### src/rtl/riscv_pkg.sv
// Shared types and constants for the pipelined RISC-V core.
package riscv_pkg;

  localparam int unsigned XLEN = 32;
  localparam logic [XLEN-1:0] NOP_INSTR = 32'h0000_0013;  // addi x0,x0,0

  typedef enum logic [1:0] {
    IDLE,
    WAIT,
    KILL
  } fetch_state_t;

  function automatic logic [XLEN-1:0] pc_plus4(input logic [XLEN-1:0] pc);
    return pc + 32'd4;
  endfunction

endpackage

### src/rtl/fetch_skid_buffer.sv
// One-entry holding buffer for an instruction and its PC, used while decode is stalled.
module fetch_skid_buffer
  import riscv_pkg::*;
(
  input  logic            i_clk,
  input  logic            i_rst_n,
  input  logic            i_load,
  input  logic            i_clear,
  input  logic [XLEN-1:0] i_instr,
  input  logic [XLEN-1:0] i_pc,
  output logic            o_full,
  output logic [XLEN-1:0] o_instr,
  output logic [XLEN-1:0] o_pc
);

  logic            r_full;
  logic [XLEN-1:0] r_instr;
  logic [XLEN-1:0] r_pc;

  always_ff @(posedge i_clk or negedge i_rst_n) begin
    if (!i_rst_n) begin
      r_full  <= 1'b0;
      r_instr <= NOP_INSTR;
      r_pc    <= '0;
    end else if (i_clear) begin
      r_full <= 1'b0;
    end else if (i_load) begin
      r_full  <= 1'b1;
      r_instr <= i_instr;
      r_pc    <= i_pc;
    end
  end

  assign o_full  = r_full;
  assign o_instr = r_instr;
  assign o_pc    = r_pc;

endmodule

### src/rtl/fetch_stage.sv
// Instruction fetch with a single-outstanding req/gnt/rvalid port and the IF/ID register.
module fetch_stage
  import riscv_pkg::*;
#(
  parameter logic [31:0] RESET_PC  = 32'h0000_0000,
  parameter logic [31:0] NOP_INSTR = riscv_pkg::NOP_INSTR
) (
  input  logic        clk,
  input  logic        reset,
  input  logic        StallF,
  input  logic        StallD,
  input  logic        FlushD,
  input  logic        PCSrcE,
  input  logic [31:0] PCTargetE,
  output logic        imem_req,
  output logic [31:0] imem_addr,
  input  logic        imem_gnt,
  input  logic        imem_rvalid,
  input  logic [31:0] imem_rdata,
  output logic [31:0] InstrD,
  output logic [31:0] PCD,
  output logic [31:0] PCPlus4D,
  output logic        ValidD
);

  fetch_state_t r_state;
  logic [31:0]  r_pcf;
  logic [31:0]  r_pend_pc;
  logic [31:0]  r_instr_d;
  logic [31:0]  r_pc_d;
  logic [31:0]  r_pc_plus4_d;
  logic         r_valid_d;

  logic         w_rsp;
  logic         w_req;
  logic         w_fire;
  logic         w_skid_full;
  logic         w_skid_load;
  logic         w_skid_clear;
  logic [31:0]  w_skid_instr;
  logic [31:0]  w_skid_pc;

  // A live response is only one returning for a WAIT request; IDLE/KILL rvalids are dropped.
  assign w_rsp  = (r_state == WAIT) && imem_rvalid;
  assign w_req  = !StallF && !PCSrcE && !w_skid_full &&
                  ((r_state == IDLE) || (w_rsp && !StallD));
  assign w_fire = w_req && imem_gnt;

  assign w_skid_load  = w_rsp && StallD && !PCSrcE;
  assign w_skid_clear = PCSrcE || (w_skid_full && !FlushD && !StallD);

  fetch_skid_buffer u_skid (
    .i_clk   (clk),
    .i_rst_n (reset),
    .i_load  (w_skid_load),
    .i_clear (w_skid_clear),
    .i_instr (imem_rdata),
    .i_pc    (r_pend_pc),
    .o_full  (w_skid_full),
    .o_instr (w_skid_instr),
    .o_pc    (w_skid_pc)
  );

  always_ff @(posedge clk or negedge reset) begin
    if (!reset) begin
      r_state   <= IDLE;
      r_pcf     <= RESET_PC;
      r_pend_pc <= '0;
    end else if (PCSrcE) begin
      r_pcf <= PCTargetE;
      unique case (r_state)
        WAIT, KILL: r_state <= imem_rvalid ? IDLE : KILL;
        default:    r_state <= IDLE;
      endcase
    end else if (w_fire) begin
      r_pend_pc <= r_pcf;
      r_pcf     <= pc_plus4(r_pcf);
      r_state   <= WAIT;
    end else if (imem_rvalid && (r_state != IDLE)) begin
      r_state <= IDLE;
    end
  end

  always_ff @(posedge clk or negedge reset) begin
    if (!reset) begin
      r_instr_d    <= NOP_INSTR;
      r_pc_d       <= '0;
      r_pc_plus4_d <= '0;
      r_valid_d    <= 1'b0;
    end else if (FlushD) begin
      r_instr_d <= NOP_INSTR;
      r_valid_d <= 1'b0;
    end else if (StallD) begin
      r_instr_d <= r_instr_d;
    end else if (w_skid_full) begin
      r_instr_d    <= w_skid_instr;
      r_pc_d       <= w_skid_pc;
      r_pc_plus4_d <= pc_plus4(w_skid_pc);
      r_valid_d    <= 1'b1;
    end else if (w_rsp && !PCSrcE) begin
      r_instr_d    <= imem_rdata;
      r_pc_d       <= r_pend_pc;
      r_pc_plus4_d <= pc_plus4(r_pend_pc);
      r_valid_d    <= 1'b1;
    end else begin
      r_instr_d <= NOP_INSTR;
      r_valid_d <= 1'b0;
    end
  end

  assign imem_req  = w_req;
  assign imem_addr = r_pcf;
  assign InstrD    = r_instr_d;
  assign PCD       = r_pc_d;
  assign PCPlus4D  = r_pc_plus4_d;
  assign ValidD    = r_valid_d;

endmodule

### config.mk
export PLATFORM = sky130hd
export DESIGN_NAME = fetch_stage
export DESIGN_NICKNAME = d
export VERILOG_FILES = /design/src/rtl/riscv_pkg.sv /design/src/rtl/fetch_skid_buffer.sv /design/src/rtl/fetch_stage.sv
export SDC_FILE = /design/constraint.sdc
export NUM_CORES = 1
export LEC_CHECK = 0
export ABC_AREA = 1
export CAP_MARGIN = 0
export CORE_MARGIN = 1
export CORE_UTILIZATION = 53
export CTS_CLUSTER_DIAMETER = 100
export DETAILED_ROUTE_END_ITERATION = 6
export GPL_TIMING_DRIVEN = 0
export PLACE_DENSITY = 0.81
export SYNTH_ARGS = -nofsm -noshare
export SYNTH_HDL_FRONTEND = slang
export SYNTH_HIERARCHICAL = 1
export SYNTH_SLANG_ARGS = --single-unit
### constraint.sdc
create_clock -name clk -period 2.1 [get_ports clk]
set_input_delay 0.315 -clock clk [delete_from_list [all_inputs] [get_ports clk]]
set_output_delay 0.315 -clock clk [all_outputs]
set_load 0.1 [all_outputs]
-- Word level (Yosys, flattened, before mapping)
Index checks and enable logic that the tools add are counted.
- flip-flop bits (word level): 228
- output and inout bits: 130
- word-level logic and storage cells: 70
- $add $sub $neg: 3
- eq/ne operators: 3
- mux-type cells: 21
- bitwise logic cells: 4
- reduce and logical (&&, ||, !) cells: 29
- operators by type and width (kind ; number):
    2-to-1 mux 32 bit ; 10
    adder 32 x 3 -> 32 bit, second input constant ; 3
    logical AND 1 bit ; 12
    2-to-1 mux 2 bit ; 5
    nonzero test 2 bit ; 4
    2-to-1 mux 1 bit ; 6
    logical NOT 1 bit ; 5
    inverter 1 bit ; 4
    AND reduction 2 bit ; 2
    AND reduction 3 bit ; 1
    nonzero test 3 bit ; 1
    == test 2 x 1 -> 1 bit, second input constant ; 1
    == test 2 bit, second input constant ; 1
    logical NOT 2 bit ; 1
    logical OR 1 bit ; 2
    inequality test 2 x 1 -> 1 bit, second input constant ; 1
    OR reduction 2 bit ; 1

-- Depth between registers and ports, before layout
Gate-level depths: netlist of the first run.
- depth after elaboration: 8
- mapped depth: 12
- depth with buffers taken out: 11

-- Hierarchy
Netlist of the first run, hierarchy kept.
- modules (own cells, without submodules) (module ; instances ; cells an instance ; area each (µm²) ; seq. area each (µm²)):
    fetch_stage ; 1 ; 1171 ; 8613.3 ; 4032.6
    fetch_skid_buffer ; 1 ; 282 ; 2612.5 ; 1630.3

-- Worst setup path after synthesis of the first run
Ideal clock, no wire load.
- kind: reg-to-reg
- start: reg r_pcf[2] (netlist: imem_addr[2])
- end: reg r_pcf[16] (netlist: imem_addr[16])
- arrival time: 2.153 ns
- required time: 2.030 ns
- setup slack: -0.123 ns
- stages on the path, launching flop included: 10
- buffers on the path: 0
- period minus slack after synthesis: 2.223 ns
- path through: dfrtp_1 -> ha_1 -> nand3_1 -> inv_1 -> nand2_1 -> nor2_2 -> inv_1 -> o21ai_0 -> nand3_1 -> nand3_1
- word-level cells in the longest chain between the ends: 3
- RTL lines (item ; line ; text):
    start, declared ; fetch_stage.sv:27 ; logic [31:0] r_pcf;
    start signal, assigned ; fetch_stage.sv:70 ; r_pcf <= PCTargetE;
    start signal, assigned ; fetch_stage.sv:77 ; r_pcf <= pc_plus4(r_pcf);
    adder 32 x 3 -> 32 bit ; riscv_pkg.sv:14 ; return pc + 32'd4;
    2-to-1 mux 32 bit ; fetch_stage.sv:75 ; end else if (w_fire) begin
    2-to-1 mux 32 bit ; fetch_stage.sv:69 ; end else if (PCSrcE) begin
Every way passes these cells. The select of a mux whose other input is x is not followed.
A chain may end at the register's enable or synchronous reset.

-- Worst setup path in the final report of the first run
- start: reg r_pc_d[28] (netlist: PCD[28])
- end: out PCD[28]
- RTL lines (item ; line ; text):
    start, declared ; fetch_stage.sv:30 ; logic [31:0] r_pc_d;
    start signal, assigned ; fetch_stage.sv:97 ; r_pc_d <= w_skid_pc;
    start signal, assigned ; fetch_stage.sv:102 ; r_pc_d <= r_pend_pc;
    end, declared ; fetch_stage.sv:21 ; output logic [31:0] PCD,
No word-level cell between the ends.

==> results.tsv, run 1 <==
metric	value	unit
max_stage_delay	880	ps
hold_viol_final	0	
max_freq	0.478	GHz
critical_path_arrival	1780	ps
ant_nets	0	
io_pins	202	
drv_cap	0	
worst_path_max_delay_cell	dlygate4sd2_1	
diodes	0	
antenna_found_initial	0	
critical-path-top-delay-family	buffers and inverters	
syn_nets	1529	
final_nets	1763	
worstPathRequired	1780	ps
status	complete, no violations	
io_buffers	201	
dpl.hpwl	24100	um
grt_pass1_vias	10295	
postPlaceCellArea	13600	um^2
hp-class	input pin to asynchronous set/reset pin	
path_class	flop to output port	
avgViaCountPerCell	5.45	
root_buffer	clkbuf_16	
cts_max_path_buffers	3	
cts_num_sinks	226	
drc	0	
yosys_warnings	6	
pwr_density_cell	1200	nW/um^2
grt_max_degree	110	
setup-violations-final	0	
peakVddDrop	0.000654	V
finalClockSkew	14.2	ps
ys_seq_area_share	50.4	%
path_cells	dlygate4sd2_1	
synth_edf_count	0	
postSynthCellCount	1453	
crit_fanout	2	
ctsHtreeMaxLevel	1	
drt_iter0_drc	803	
rsz0062_at_grt	true	
fin_tns_setup	0	ps
syn_to_final_growth	29.1	%
synth_ff_type	dfrtp_1	
cts_tree	done	
worstSkewPairLatency	530	ps
endpoint_kind	output port	
slew_headroom	34.1	%
die-area	21800	um^2
maxSlewViolCount	0	
dp_cells	1926	
crit_buf_inv	1	
start_kind	flop	
clk_pin_slew	60	ps
place_congestion	0.898	
ff2ff_setup_slack	70	ps
post-route-cell-area	14500	um^2
grt_usage	30.6	%
fin_util	70.7	%
final_cells	1974	
num_vias	10763	
start_util	54.8	%
cts_buffers	25	
mostFrequentLayoutCells	546 x nand2_1, 213 x dfrtp_1, 199 x nand3_1, 112 x nor2_1, 76 x inv_1	
die_y	148	um
async_reset_ff_share	100	%
layout_commonest_cell	nand2_1	
tightestPinTransition	993	ps
core	20500	um^2
synthesis.area	11200	um^2
rows	52	
wl_per_cell	16.9	um
drive_gt1_share	13.5	%
firstDrtPassIters	5	
period_minus_slack	2090	ps
power.leakage	7.25	nW
die_w	148	um
syn_area_per_cell	7.73	um^2
totalWireLength	33400	um
overflow	0	
synth.distinct_cells	37	
ys_ff_latch	226	
min_period_over_period	99.6	%
grt_pass1_wl	53000	um
-- metal layers --
metal / global-route usage, % / share of wire, % / routed length [um] / vias up
met2: 49.5 / 47 / 15700 / 475
met1: 43.9 / 44 / 14800 / 5119
met3: 3.58 / 7.0 / 2340 / 46
met4: 7.94 / 1.6 / 532 / 0
li1: - / - / - / 5123
met5: 0 / 0 / 0 / -
-- registers in the layout, indices dropped and copies added (netlist names) --
signal / count
InstrD: 32
PCD: 32
PCPlus4D: 30
ValidD: 1
imem_addr: 32
r_pend_pc: 32
r_state: 2
u_skid/o_full: 1
u_skid/o_instr: 32
u_skid/o_pc: 32
-- per-stage QoR --
step / hold WS (ps) / power, W / setup slack [ps]
final: 237 / 0.0174 / 9.43
after global routing: 260 / 0.0181 / -19.6
after CTS: 239 / 0.0174 / -12.4
after detailed placement: 207 / 0.0133 / -715
after global placement: 450 / 0.0132 / -9520
after floorplan: 19.4 / 0.0113 / 3.60
-- final cells by class --
cell class                      count  area (um^2)
Multi-Input combinational cell   1073         4860
Fill cell                        1682         6000
Clock buffer                       34          689
Buffer                             69          448
Inverter                           85          320
Tap cell                          270          338
Timing Repair Buffer              207         2050
Sequential cell                   226         5670
Clock inverter                     10          118
-- path summary, 6_finish.rpt --
kind,start,end,cells after the start
worst max-delay path,PCD[28]$_DFFE_PN0P_,PCD[28],1
worst min-delay path,reset,InstrD[20]$_DFFE_PN0P_,2
worst max register to register,u_skid/o_full$_DFFE_PN0P_,PCPlus4D[18]$_DFFE_PN0P_,8
worst min register to register,u_skid/o_instr[4]$_DFFE_PN1P_,u_skid/o_instr[4]$_DFFE_PN1P_,2
max in group asynchronous,reset,u_skid/o_instr[0]$_DFFE_PN1P_,4
min in group clk,imem_rdata[4],u_skid/o_instr[4]$_DFFE_PN1P_,3
-- synth_stat cells, types with 6 or more instances --
cell | number | area [um^2]
buf_2 | 25 | 125
xor2_1 | 9 | 78.8
buf_4 | 16 | 120
nand3_1 | 199 | 996
nor2_2 | 16 | 100
o21ai_0 | 68 | 340
a21oi_1 | 19 | 95.1
inv_2 | 6 | 22.5
inv_1 | 78 | 293
nor3_1 | 14 | 70.1
clkbuf_1 | 17 | 63.8
buf_6 | 10 | 113
o22ai_1 | 6 | 37.5
nor2_4 | 7 | 78.8
nor2_1 | 114 | 428
nand2_2 | 28 | 175
nand4_1 | 8 | 50.1
nand2_1 | 550 | 2060
dfrtp_1 | 220 | 5510
a31oi_1 | 7 | 43.8
dfstp_2 | 6 | 158
o211ai_1 | 8 | 60.1
-- cell families (layout without fill, tap and decap cells) --
| logic type | count (synthesis) | in the layout | synth area share (%) |
|---|---|---|---|
| xor gates and xnor gates | 9 | 9 | 0.702 |
| DFF | 226 | 226 | 50.4 |
| buffers and inverters | 154 | 405 | 6.78 |
| and+or+nand+nor | 945 | 945 | 36.0 |
| adders and majority gates | 4 | 4 | 0.446 |
| AOI/OAI and AO/OA | 115 | 115 | 5.61 |
-- power by group --
part	internal [W]	total (W)	switching, W
Clock	0.00255	0.00433	0.00178
Sequential	0.00532	0.00607	0.000742
Combinational	0.00138	0.00700	0.00561
-- timing repair --
| item | in CTS | in global routing |
|---|---|---|
| gates cloned | 0 | 1 |
| buffers inserted | 0 | 2 |
| endpoints found under the setup margin | 139 | 58 |
| gates resized for setup | 214 | 67 |
| hold endpoints to repair | 35 | 0 |
| pin swaps | 0 | 3 |
| hold buffers | 1 | 0 |
Power figures use the tool's default switching activity.
==> run 2: changes to the inputs <==
--- a/config.mk
+++ b/config.mk
@@ -13,6 +13,7 @@
 export DETAILED_ROUTE_END_ITERATION = 6
 export GPL_TIMING_DRIVEN = 0
 export PLACE_DENSITY = 0.81
+export REMOVE_ABC_BUFFERS = 1
 export SYNTH_ARGS = -nofsm -noshare
 export SYNTH_HDL_FRONTEND = slang
 export SYNTH_HIERARCHICAL = 1
==> results.tsv, run 2 (same netlist as run 1, synthesis figures left out) <==
metric	value	unit	change
grt_pass1_wl	54500	um	+2.8%
endpoint_kind	output port		
slew_headroom	33.5	%	-0.57 points
root_buffer	clkbuf_16		
setup-violations-final	2		+2
worstPathRequired	1780	ps	about the same
power.leakage	7.33	nW	+1.2%
cts_buffers	24		-4.0%
die_y	148	um	unchanged
syn_to_final_growth	31.8	%	
die-area	21800	um^2	unchanged
layout_commonest_cell	nand2_1		
ctsHtreeMaxLevel	1		unchanged
worstSkewPairLatency	540	ps	about the same
dpl.hpwl	20700	um	-14%
final_nets	1735		-1.6%
grt_usage	31.7	%	+1.1 points
p_int	0.00942	W	+1.8%
post-route-cell-area	14800	um^2	+2.1%
grt_pass1_vias	10383		+0.85%
die_w	148	um	unchanged
register_area	5670	um^2	about the same
hp-class	input pin to asynchronous set/reset pin		
ant_nets	0		unchanged
hold_viol_final	0		unchanged
core	20500	um^2	unchanged
critPathLaunch	u_skid/o_full$_DFFE_PN0P_		
violations	setup timing		
cts_tree	done		
pwr_density_cell	1190	nW/um^2	-0.57%
drc	0		unchanged
overflow	0		unchanged
wl_per_cell	18.2	um	+7.7%
p_total	0.0177	W	+1.5%
firstDrtPassIters	5		unchanged
ff2ff_setup_slack	0	ps	-70 ps
crit_fanout	5		+3
switching_share	46.6	%	-0.16 points
cts_max_path_buffers	3		unchanged
status	finished, violations left		
totalWireLength	35400	um	+6.1%
r2r_start	u_skid/o_full$_DFFE_PN0P_		
io_buffers	201		unchanged
maxSlewViolCount	0		unchanged
fin_tns_setup	-43.9	ps	-43.9 ps
peakVddDrop	0.000747	V	+14%
endpoint	imem_req		
ff2ff_path_depth	12		+4
postPlaceCellArea	13300	um^2	-2.4%
place_congestion	0.892		-0.68%
diodes	0		unchanged
p_clk_share	25.4	%	+0.5 points
finalClockSkew	35.1	ps	+20.9 ps
cts_num_sinks	226		unchanged
seqPwrFrac	34.2	%	-0.7 points
avgViaCountPerCell	5.63		+3.2%
multi_input_area	5090	um^2	+4.8%
fillCellCount	1550		-7.8%
start_kind	flop		
io_pins	202		unchanged
min_period_over_period	102	%	+2.4 points
switchingPower	0.00823	W	+1.1%
drt_iter0_drc	1059		+32%
antenna_found_initial	0		unchanged
r2r_end	PCPlus4D[28]$_DFFE_PN0P_		
start_util	54.8	%	unchanged
mostFrequentLayoutCells	535 x nand2_1, 219 x dfrtp_1, 197 x nand3_1, 104 x nor2_1, 75 x inv_1		
power_frac_comb	40.3	%	about the same
num_vias	10951		+1.7%
drv_cap	0		unchanged
max_freq	0.467	GHz	-2.3%
fin_ws	-40.6	ps	-50.0 ps
rows	52		unchanged
path_class	flop to output port		
period_minus_slack	2140	ps	+50.0 ps
drive_gt1_share	14.0	%	+0.46 points
clk_pin_slew	60	ps	about the same
grt_max_degree	99		-10%
rsz0062_at_grt	true		
critical_path_arrival	1830	ps	+50 ps
tightestPinTransition	1000	ps	+8.56 ps
## run 2: how the worst min path moves through the flow
stage                                   from                       endpoint  slack [ps]
3_5_place_dp                           reset  u_skid/o_instr[3]$_DFFE_PN0P_         210
4_1_cts                                reset  u_skid/o_instr[3]$_DFFE_PN0P_         240
6_report                               reset  u_skid/o_instr[3]$_DFFE_PN0P_         240
3_3_place_gp   u_skid/o_instr[1]$_DFFE_PN1P_  u_skid/o_instr[1]$_DFFE_PN1P_         450
5_1_grt                                reset  u_skid/o_instr[3]$_DFFE_PN0P_         260
2_1_floorplan                          reset         InstrD[10]$_DFFE_PN0P_          20
## run 2: worst max-delay path, cell delays in order (launching register included)
cell and delay, ps:
dfrtp_4 570, buf_12 170, nor3_4 180, nand2_1 110, inv_2 80, buf_12 170
## run 2: per-layer routing
layer	up-vias	part of all wire, %	wire, um	track usage, %
met5	-	0	0	0
li1	5079	-	-	-
met1	5252	42	14800	43.2
met3	57	8.4	2970	6.23
met2	563	48	17000	51.5
met4	0	2.0	707	9.07
## run 2: final cells by class
type	count	share of cell area, %
timing repair buffer	239	16.4
multi-input combinational	1079	34.4
timing repair inverter	4	0.271
clock inverter	10	1.01
tap	270	2.28
inverter	85	2.59
sequential	226	38.3
clock buffer	33	4.69
## run 2: per-stage QoR
stage | instances | hold slack (ps) | setup WS (ps) | util (%)
6_report | 1946 | 238 | -40.6 | 72.2
5_1_grt | 1946 | 262 | -83.9 | 72.2
4_1_cts | 1928 | 244 | -4.96 | 70.6
3_5_place_dp | 1862 | 206 | -2400 | 65.0
3_3_place_gp | 1855 | 451 | -8860 | 64.1
2_1_floorplan | 1384 | 19.4 | -2610 | -
## run 2: repair_timing
action	in CTS	in global routing
pin swaps	10	20
setup endpoints to repair	354	195
resized for setup	250	78
hold buffers	1	0
endpoints found under the hold margin	31	0
cloned	9	3
buffers inserted	13	16
## run 2: power by group through the flow
stage	Sequential (W)	Clock (W)	Combinational [W]
after floorplan	0.00981	0	0.00144
after CTS	0.00601	0.00451	0.00696
after global placement	0.00607	0	0.00702
final	0.00605	0.00449	0.00712
after detailed placement	0.00609	0	0.00716
after global routing	0.00615	0.00470	0.00746
==> run 3: changes to the inputs <==
--- a/config.mk
+++ b/config.mk
@@ -14,6 +14,7 @@
 export GPL_TIMING_DRIVEN = 0
 export PLACE_DENSITY = 0.81
 export REMOVE_ABC_BUFFERS = 1
+export SETUP_SLACK_MARGIN = 0.02
 export SYNTH_ARGS = -nofsm -noshare
 export SYNTH_HDL_FRONTEND = slang
 export SYNTH_HIERARCHICAL = 1
==> results.tsv, run 3 (same netlist as run 1, synthesis figures left out) <==
metric	value	unit	change
status	complete, no violations		
firstDrtPassIters	7		+2
place_ws	-2400	ps	unchanged
wl_per_cell	18.4	um	+0.85%
slew_headroom	33.2	%	-0.28 points
ctsHtreeMaxLevel	1		unchanged
cts_buffers	24		unchanged
layout_commonest_cell	nand2_1		
critical_path_arrival	1760	ps	-70 ps
maxSlewViolCount	0		unchanged
num_vias	11101		+1.4%
power.leakage	7.30	nW	-0.41%
mostFrequentLayoutCells	534 x nand2_1, 219 x dfrtp_1, 196 x nand3_1, 106 x nor2_1, 74 x inv_1		
die_w	148	um	unchanged
diodes	0		unchanged
hold_viol_final	0		unchanged
worstSkewPairLatency	540	ps	about the same
drt_iter0_drc	1105		+4.3%
antenna_found_initial	0		unchanged
drc	0		unchanged
tightestPinTransition	1010	ps	+4.28 ps
overflow	0		unchanged
period_minus_slack	2080	ps	-61.0 ps
peakVddDrop	0.000743	V	-0.45%
max_freq	0.481	GHz	+2.9%
root_buffer	clkbuf_16		
io_pins	202		unchanged
drive_gt1_share	15.5	%	+1.6 points
start_util	54.8	%	unchanged
worstPathRequired	1780	ps	about the same
drv_cap	0		unchanged
place_congestion	0.892		unchanged
r2r_start	r_state[1]$_DFFE_PN0P_		
fin_ws	20.4	ps	+61.0 ps
avgViaCountPerCell	5.68		+0.90%
hold_slack	239	ps	+0.772 ps
cts_max_path_buffers	3		unchanged
cts_num_sinks	226		unchanged
rsz0062_at_grt	true		
pwr_density_cell	1200	nW/um^2	+0.18%
grt_max_degree	99		unchanged
ff2ff_path_depth	10		-2
grt_usage	31.7	%	+0.041 points
hp-class	input pin to asynchronous set/reset pin		
clk_pin_slew	60	ps	about the same
crit_fanout	5		unchanged
totalWireLength	35900	um	+1.3%
io_buffers	201		unchanged
p_total	0.0177	W	+0.35%
ant_nets	0		unchanged
r2r_end	PCPlus4D[17]$_DFFE_PN0P_		
die-area	21800	um^2	unchanged
setup-violations-final	0		-2
register_area	5670	um^2	unchanged
syn_to_final_growth	32.0	%	
fillCellCount	1559		+0.58%
multi_input_area	5100	um^2	+0.15%
critPathLaunch	u_skid/o_full$_DFFE_PN0P_		
grt_pass1_vias	10404		+0.20%
finalClockSkew	34.5	ps	-0.594 ps
final_cells	1955		+0.46%
path_class	flop to output port		
core	20500	um^2	unchanged
path_cells	buf_8 -> nor3_4 -> nand2_1 -> inv_2 -> buf_12		
cts_tree	done		
min_period_over_period	99.0	%	-2.9 points
dpl.hpwl	20700	um	unchanged
die_y	148	um	unchanged
ff2ff_setup_slack	30	ps	+30 ps
final_nets	1744		+0.52%
grt_pass1_wl	54500	um	about the same
dp_cells	1862		unchanged
max_stage_delay	520	ps	-50 ps
start_kind	flop		
endpoint_kind	output port		
worst_path_max_delay_cell	dfrtp_4		
rows	52		unchanged
## run 3: changes by cell type in the layout (fill, tap and decap cells not counted), sizes merged
| cell | change |
|---|---|
| buf | +10 |
| bufinv | -1 |
| clkbuf | +12 |
| clkdlybuf4s15 | +13 |
| dlygate4sd2 | -26 |
| inv | +1 |
## run 3: where the power goes
| group | switching, W | total (W) | internal [W] |
|---|---|---|---|
| combinational | 0.00573 | 0.00716 | 0.00143 |
| sequential | 0.000738 | 0.00606 | 0.00532 |
| clock | 0.00181 | 0.00450 | 0.00269 |
## run 3: how the worst max path moves through the flow
stage | endpoint | slack, ps | cells past startpoint
after floorplan | u_skid/o_instr[10]$_DFFE_PN0P_ | -2610 | 7
after global placement | PCPlus4D[26]$_DFFE_PN0P_ | -8860 | 1
after detailed placement | r_state[0]$_DFFE_PN0P_ | -2400 | 7
after CTS | PCPlus4D[31]$_DFFE_PN0P_ | 6 | 11
after global routing | PCPlus4D[13]$_DFFE_PN0P_ | -40 | 12
final | imem_req | 20 | 5
## run 3: stage by stage
step / instance area (um^2) / utilization [%] / setup TNS (ps)
after global routing: 14800 / 72.3 / -88.9
after detailed placement: 13300 / 65.0 / -420830
after global placement: 13100 / 64.1 / -2801930
final: 14800 / 72.3 / 0
after floorplan: 10800 / - / -280420
after CTS: 14500 / 70.8 / 0
## run 3: worst max-delay path: cells and delay by family, from the launching register on
family / cells / cell delay, ps
buffers and inverters: 3 / 410
AND/OR/NAND/NOR: 2 / 300
flip-flops: 1 / 520
## run 3: layer usage
layer / vias up / track usage, % / routed length [um]
li1: 5096 / - / -
met1: 5368 / 43.1 / 14900
met2: 591 / 51.4 / 17400
met3: 46 / 6.39 / 3060
met4: 0 / 9.64 / 566
met5: - / 0 / 0
## run 3: final cells by class
cell class	instances	area share, %
multi-input combinational	1079	34.4
tap	270	2.28
timing repair buffer	248	16.6
clock buffer	33	4.69
timing repair inverter	4	0.270
clock inverter	10	1.00
inverter	85	2.52
sequential	226	38.2
## run 3: repair_timing
| action | CTS | global route |
|---|---|---|
| setup buffers | 13 | 27 |
| setup endpoints to repair | 354 | 227 |
| pin swaps | 10 | 24 |
| hold buffers | 1 | 0 |
| cloned | 9 | 2 |
| hold endpoints to repair | 31 | 0 |
| resized for setup | 270 | 106 |
